--- src/rtl/spi_pkg.sv ---
// Shared types and frame constants for the SPI register-access controller.
package spi_pkg;

    typedef enum logic [1:0] {
        IDLE  = 2'd0,
        SETUP = 2'd1,
        SHIFT = 2'd2,
        HOLD  = 2'd3
    } spi_state_e;

    localparam int FRAME_BITS = 16;
    localparam int CMD_BITS   = 8;
    localparam int DATA_BITS  = FRAME_BITS - CMD_BITS;
    localparam int RW_BIT     = 7;
    localparam int EDGE_COUNT = 2 * FRAME_BITS;
    localparam int EDGE_CNT_W = $clog2(EDGE_COUNT);
    localparam int DIV_CNT_W  = 8;

endpackage

--- src/rtl/spi_clk_gen.sv ---
// Half-period divider: ticks every CLK_DIV cycles while enabled and splits
// ticks into alternating leading/trailing SPI edge strobes during shifting.
module spi_clk_gen
    import spi_pkg::*;
#(
    parameter int CLK_DIV = 4
) (
    input  logic clk,
    input  logic rst,
    input  logic en,
    input  logic shift,
    output logic tick,
    output logic lead,
    output logic trail
);

    logic [DIV_CNT_W-1:0] div_cnt;
    logic                 phase;

    assign tick  = en && (div_cnt == DIV_CNT_W'(CLK_DIV - 1));
    assign lead  = tick && shift && !phase;
    assign trail = tick && shift && phase;

    always_ff @(posedge clk or posedge rst) begin
        if (rst) begin
            div_cnt <= '0;
            phase   <= 1'b0;
        end else begin
            if (!en || tick) begin
                div_cnt <= '0;
            end else begin
                div_cnt <= div_cnt + DIV_CNT_W'(1);
            end
            // phase 0 means the next shift tick moves spi_clk away from cpol
            if (!shift) begin
                phase <= 1'b0;
            end else if (tick) begin
                phase <= ~phase;
            end
        end
    end

endmodule

--- src/rtl/spi_controller.sv ---
// SPI master issuing 16-bit register frames {rw, pad, addr, data}, MSB first,
// in any of the four cpol/cpha modes, with a CLK_DIV-cycle CS-high gap.
module spi_controller
    import spi_pkg::*;
#(
    parameter int CLK_DIV    = 4,
    parameter int ADDR_WIDTH = 3,
    parameter int REG_WIDTH  = 8
) (
    input  logic                  clk,
    input  logic                  rst,
    input  logic [1:0]            mode,
    input  logic                  start,
    input  logic                  rw,
    input  logic [ADDR_WIDTH-1:0] addr,
    input  logic [REG_WIDTH-1:0]  wdata,
    output logic                  ready,
    output logic                  done,
    output logic [REG_WIDTH-1:0]  rdata,
    output logic                  spi_cs_n,
    output logic                  spi_clk,
    output logic                  spi_mosi,
    input  logic                  spi_miso
);

    spi_state_e            state, state_next;
    logic                  cpha_q;
    logic                  hold_late;
    logic [EDGE_CNT_W-1:0] edge_cnt;
    logic [FRAME_BITS-1:0] tx_shift;
    logic [REG_WIDTH-1:0]  rx_shift;
    logic [CMD_BITS-1:0]   cmd_byte;
    logic [DATA_BITS-1:0]  data_byte;
    logic [FRAME_BITS-1:0] frame_word;
    logic                  accept, cs_rise, go_idle;
    logic                  tick, lead, trail, adv, smp;

    spi_clk_gen #(
        .CLK_DIV (CLK_DIV)
    ) u_clk_gen (
        .clk   (clk),
        .rst   (rst),
        .en    (state != IDLE),
        .shift (state == SHIFT),
        .tick  (tick),
        .lead  (lead),
        .trail (trail)
    );

    // cpha=0 samples on leading edges and advances on trailing; cpha=1 is the reverse
    assign adv = cpha_q ? lead : trail;
    assign smp = cpha_q ? trail : lead;

    always_comb begin
        cmd_byte                 = '0;
        cmd_byte[RW_BIT]         = rw;
        cmd_byte[ADDR_WIDTH-1:0] = addr;
        data_byte                = '0;
        if (rw) begin
            data_byte = DATA_BITS'(wdata);
        end
        frame_word = {cmd_byte, data_byte};
    end

    always_ff @(posedge clk or posedge rst) begin
        if (rst) begin
            state <= IDLE;
        end else begin
            state <= state_next;
        end
    end

    always_comb begin
        state_next = state;
        accept     = 1'b0;
        cs_rise    = 1'b0;
        go_idle    = 1'b0;
        case (state)
            IDLE: begin
                if (start && ready) begin
                    state_next = SETUP;
                    accept     = 1'b1;
                end
            end
            SETUP: begin
                if (tick) begin
                    state_next = SHIFT;
                end
            end
            SHIFT: begin
                if (tick && edge_cnt == EDGE_CNT_W'(EDGE_COUNT - 1)) begin
                    state_next = HOLD;
                end
            end
            HOLD: begin
                // first tick ends the frame, second tick ends the CS-high gap
                if (tick) begin
                    if (hold_late) begin
                        state_next = IDLE;
                        go_idle    = 1'b1;
                    end else begin
                        cs_rise = 1'b1;
                    end
                end
            end
            default: state_next = IDLE;
        endcase
    end

    always_ff @(posedge clk or posedge rst) begin
        if (rst) begin
            spi_cs_n  <= 1'b1;
            spi_clk   <= 1'b0;
            spi_mosi  <= 1'b0;
            ready     <= 1'b1;
            done      <= 1'b0;
            rdata     <= '0;
            cpha_q    <= 1'b0;
            edge_cnt  <= '0;
            hold_late <= 1'b0;
        end else begin
            done <= 1'b0;
            if (accept) begin
                cpha_q   <= mode[0];
                spi_cs_n <= 1'b0;
                ready    <= 1'b0;
                spi_clk  <= mode[1];
                spi_mosi <= mode[0] ? 1'b0 : frame_word[FRAME_BITS-1];
            end else if (state == IDLE) begin
                spi_clk  <= mode[1];
                spi_mosi <= 1'b0;
            end
            if (lead || trail) begin
                spi_clk <= ~spi_clk;
            end
            if (adv) begin
                spi_mosi <= tx_shift[FRAME_BITS-1];
            end
            if (cs_rise) begin
                spi_cs_n <= 1'b1;
                spi_mosi <= 1'b0;
                done     <= 1'b1;
                rdata    <= rx_shift;
            end
            if (go_idle) begin
                ready <= 1'b1;
            end
            if (state != SHIFT) begin
                edge_cnt <= '0;
            end else if (tick) begin
                edge_cnt <= edge_cnt + EDGE_CNT_W'(1);
            end
            if (state != HOLD) begin
                hold_late <= 1'b0;
            end else if (tick) begin
                hold_late <= 1'b1;
            end
        end
    end

    // with cpha=0 bit 15 is already on MOSI, so the shifter starts one bit ahead
    always_ff @(posedge clk) begin
        if (accept) begin
            tx_shift <= mode[0] ? frame_word : (frame_word << 1);
        end else if (adv) begin
            tx_shift <= tx_shift << 1;
        end
        if (smp) begin
            rx_shift <= {rx_shift[REG_WIDTH-2:0], spi_miso};
        end
    end

endmodule
--- config.mk ---
export PLATFORM = sky130hd
export DESIGN_NAME = spi_controller
export DESIGN_NICKNAME = d
export VERILOG_FILES = /design/src/rtl/spi_pkg.sv /design/src/rtl/spi_clk_gen.sv /design/src/rtl/spi_controller.sv
export SDC_FILE = /design/constraint.sdc
export NUM_CORES = 1
export LEC_CHECK = 0
export ABC_AREA = 1
export BUFFER_PORTS_ARGS = -buffer_cell sky130_fd_sc_hd__buf_2
export CAP_MARGIN = 20
export CORE_ASPECT_RATIO = 0.8
export CORE_UTILIZATION = 50
export CTS_CLUSTER_DIAMETER = 200
export DETAILED_ROUTE_END_ITERATION = 10
export PLACE_DENSITY_LB_ADDON = 0.15
export SYNTH_ARGS = -nofsm -noshare
export SYNTH_HDL_FRONTEND = slang
export SYNTH_SLANG_ARGS = --single-unit
--- constraint.sdc ---
create_clock -name clk -period 4.8 [get_ports clk]
set_clock_uncertainty 0.1 [all_clocks]
set_input_delay 0 -clock clk [delete_from_list [all_inputs] [get_ports clk]]
set_output_delay 0 -clock clk [all_outputs]
set_load 0.02 [all_outputs]
==> results.md <==
- Outcome: finished with violations
- Failing checks: negative hold slack
- Port buffer count: 30
- Seq/Total Area, Yosys: 0.584
- CTS tree: built
- Critical-path top delay cell: nand2_1
- Worst Setup SP: state[1]
- RSZ-0062 raised after global routing: no
- Syn Nets: 292
- Worst-path clk slew: 0.10 ns
- Final Hold Viols: 1
- Die Height: 66.1 µm
- Adder-cell share of the synthesized area: 0.0341
- Slew Viols, Final: 0
- Post-synth EDFFs: 24
- Final GP Congestion: 0.792
- DR iter-0 viols: 86
- CTS buffer count: 5
- Number of global-route vias before repair: 1669
- Endpoint class of the critical path: flop
- CP Data Arrival Time: 2.36 ns
- Mapped Cells: 267
- Via density: 5.02
- Synth area leaders: dfrtp_1 28%, edfxtp_1 28%, nand2_1 9.9%
- Largest net degree at the start of global routing: 32
- Hold_sp: wdata[2]
- Setup Fix Bufs, Post-CTS: 0
- RR Startpoint: state[1]
- Synth top cells by count: 68 x nand2_1, 29 x dfrtp_1, 28 x nor2_1
- Post-route ant nets: 0
- Most common cell in the netlist: nand2_1
- Relative max-transition margin: 0.326
- Row Count: 22
- Global Route Usage Sum: 0.198
- Fraction of synthesized area in multiplexers: 0
- Cell Area, Synth: 0.00257 mm²
- Top-area cell type share of the netlist area: 0.283
- Effective utilization at floorplan: 0.539
- Max Fclk: 399 MHz
- Dpl cells: 350
- Syn avg cell area: 9.62 µm²
- Crit share post-route: 0.522
- Async S/R FF share, synth: 0.564
- Final Critical Period: 2.50 ns
- P&R area growth vs syn: 15.6%
- Worst setup path class: reg -> reg
- First-pass iteration count of the detailed router: 4
- Core outline area: 0.00476 mm²
- Vias: 1837
- Max-cap violations: 0
- CP required: 4.66 ns
- Core Util, Final: 0.623
- Largest family of logic cells by synthesized area: simple AND/OR/NAND/NOR gates
- Die ar.: 0.00543 mm²
- DRT Wirelength: 4570 µm
- Leakage: 1.40 nW
- DIE WIDTH: 82.1 µm
- Gr ovfl total: 0
- Ys flop type: dfrtp_1
- Worst-Margin Slew: 1.00 ns
- Synth Area in Simple Gates: 0.234
- H-tree levels: 2
- CP max stage delay: 0.72 ns
- Worst hold slack: -0.0000453 ns
- CP Launch Type: flop
- Initial antenna violation count: 0
- Worst-Skew Late Latency: 0.31 ns
- Largest area contributor in the synthesized netlist: dfrtp_1
- Global-route wire length before repair: 7810 µm
- DP Wirelength: 3150 µm
- CTS Buffer Depth: 2
- Worst Hold Class: in -> reg
- CP Cell Sequence: inv_1, ha_1, nand3_2, nand2_1
- Synthesized flop and latch total: 55
- Fin Setup TNS: 0 ns
- WL per Instance: 12.5 µm
- Synth warnings: 0
- Ant diodes: 0
- Buf/Inv on CP: 1
- Sink Count: 55
- CP max FO: 31
- Post-Synth XOR/XNOR Area: 0
- Final setup violation count: 0
- VDD IR max: 0.225 mV
- CP delay by family, top: simple AND/OR/NAND/NOR gates
- Share of layout cells above drive strength 1: 0.196
- Final cell count without fillers: 366
- Power after layout: 855 µW
- Top Ports: 31
- Compound-Gate Fraction of Synth Area: 0.0945
- CTS root buf: clkbuf_8
- Nets: 330
- Unique masters post-synth: 34
- Power density cells: 288 mW/mm²
- DRC violations left: 0
-- power by group --
part	internal [mW]	switching [mW]	total (mW)
Clock	0.187	0.151	0.338
Sequential	0.488	0	0.488
Combinational	0.0126	0.0164	0.0290
-- per-stage QoR --
| stage | worst slack [ns] | instance area (µm²) |
|---|---|---|
| 2_1_floorplan | 2.59 | 2570 |
| 3_3_place_gp | 2.31 | 2760 |
| 3_5_place_dp | 2.28 | 2760 |
| 4_1_cts | 2.26 | 2970 |
| 5_1_grt | 2.07 | 2970 |
| 6_report | 2.30 | 2970 |
-- layer usage --
metal	routed length [µm]	share of wire	global-route usage	vias to the layer above
met1	2340	0.51	0.267	832
met3	186	0.041	0.0634	9
met4	68	0.015	0.0636	0
li1	-	-	-	965
met5	0	0	0	-
met2	1980	0.43	0.301	31
-- cells by family after synthesis --
| family | count (synthesis) |
|---|---|
| fa+ha+maj | 7 |
| compound gates | 42 |
| simple gates | 130 |
| flops | 55 |
| buf+inv | 33 |
-- cells in the final DEF (no fill, tap or decap), types with 2 or more instances in the layout --
cell type      instances
a21oi_1               16
a31oi_1                2
buf_2                 30
clkbuf_8               5
dfrtp_1               29
dfstp_2                2
dlygate4sd3_1          8
edfxtp_1              24
ha_1                   7
inv_1                 18
inv_2                  6
nand2_1               68
nand2_2                2
nand3_1                9
nand3_2                4
nand4_1                3
nor2_1                28
nor2_4                 2
nor3_1                 6
nor3b_1                3
o21ai_0                9
o21ai_1                4
o31ai_1                7
-- flip-flops by register name, indices dropped and copies added, names as in the netlist --
register and count:
spi_clk 1, done 1, rdata 8, u_clk_gen.phase 1
hold_late 1, tx_shift 16, rx_shift 8, spi_cs_n 1
u_clk_gen.div_cnt 8, edge_cnt 5, ready 1, cpha_q 1
state 2, spi_mosi 1
-- repair_timing --
action                                 4_1_cts  5_1_grt
hold buffers                                 8        0
endpoints found under the hold margin       38        0
resized for setup                            0        0
-- worst register-to-register path, delay by kind of cell, from the launching register on --
kind	cells	cell delay, ns
AND/OR/NAND/NOR	2	1.20
adder cells (fa/ha/maj)	1	0.32
buffers and inverters	1	0.11
flip-flops	1	0.41
-- final cells by class --
cell class                      instances  area, µm²
Timing Repair Buffer                   39        238
Clock inverter                          2       37.5
Tap cell                               60       75.1
Sequential cell                        55       1500
Inverter                               25       93.8
Multi-Input combinational cell        179        932
Clock buffer                            6       93.8
Fill cell                             432       1790
-- final timing paths --
path / end / slack [ns] / cells past startpoint
max: tx_shift[8] / 2.30 / 4
min in group asynchronous: hold_late / 0.20 / 4
min: tx_shift[2] / -0.00005 / 3
min reg2reg: rdata[7] / 0.35 / 2
max in group asynchronous: spi_cs_n / 4.07 / 4
max reg2reg: tx_shift[8] / 2.30 / 4
Note: power is estimated with default switching activity, not from simulation.
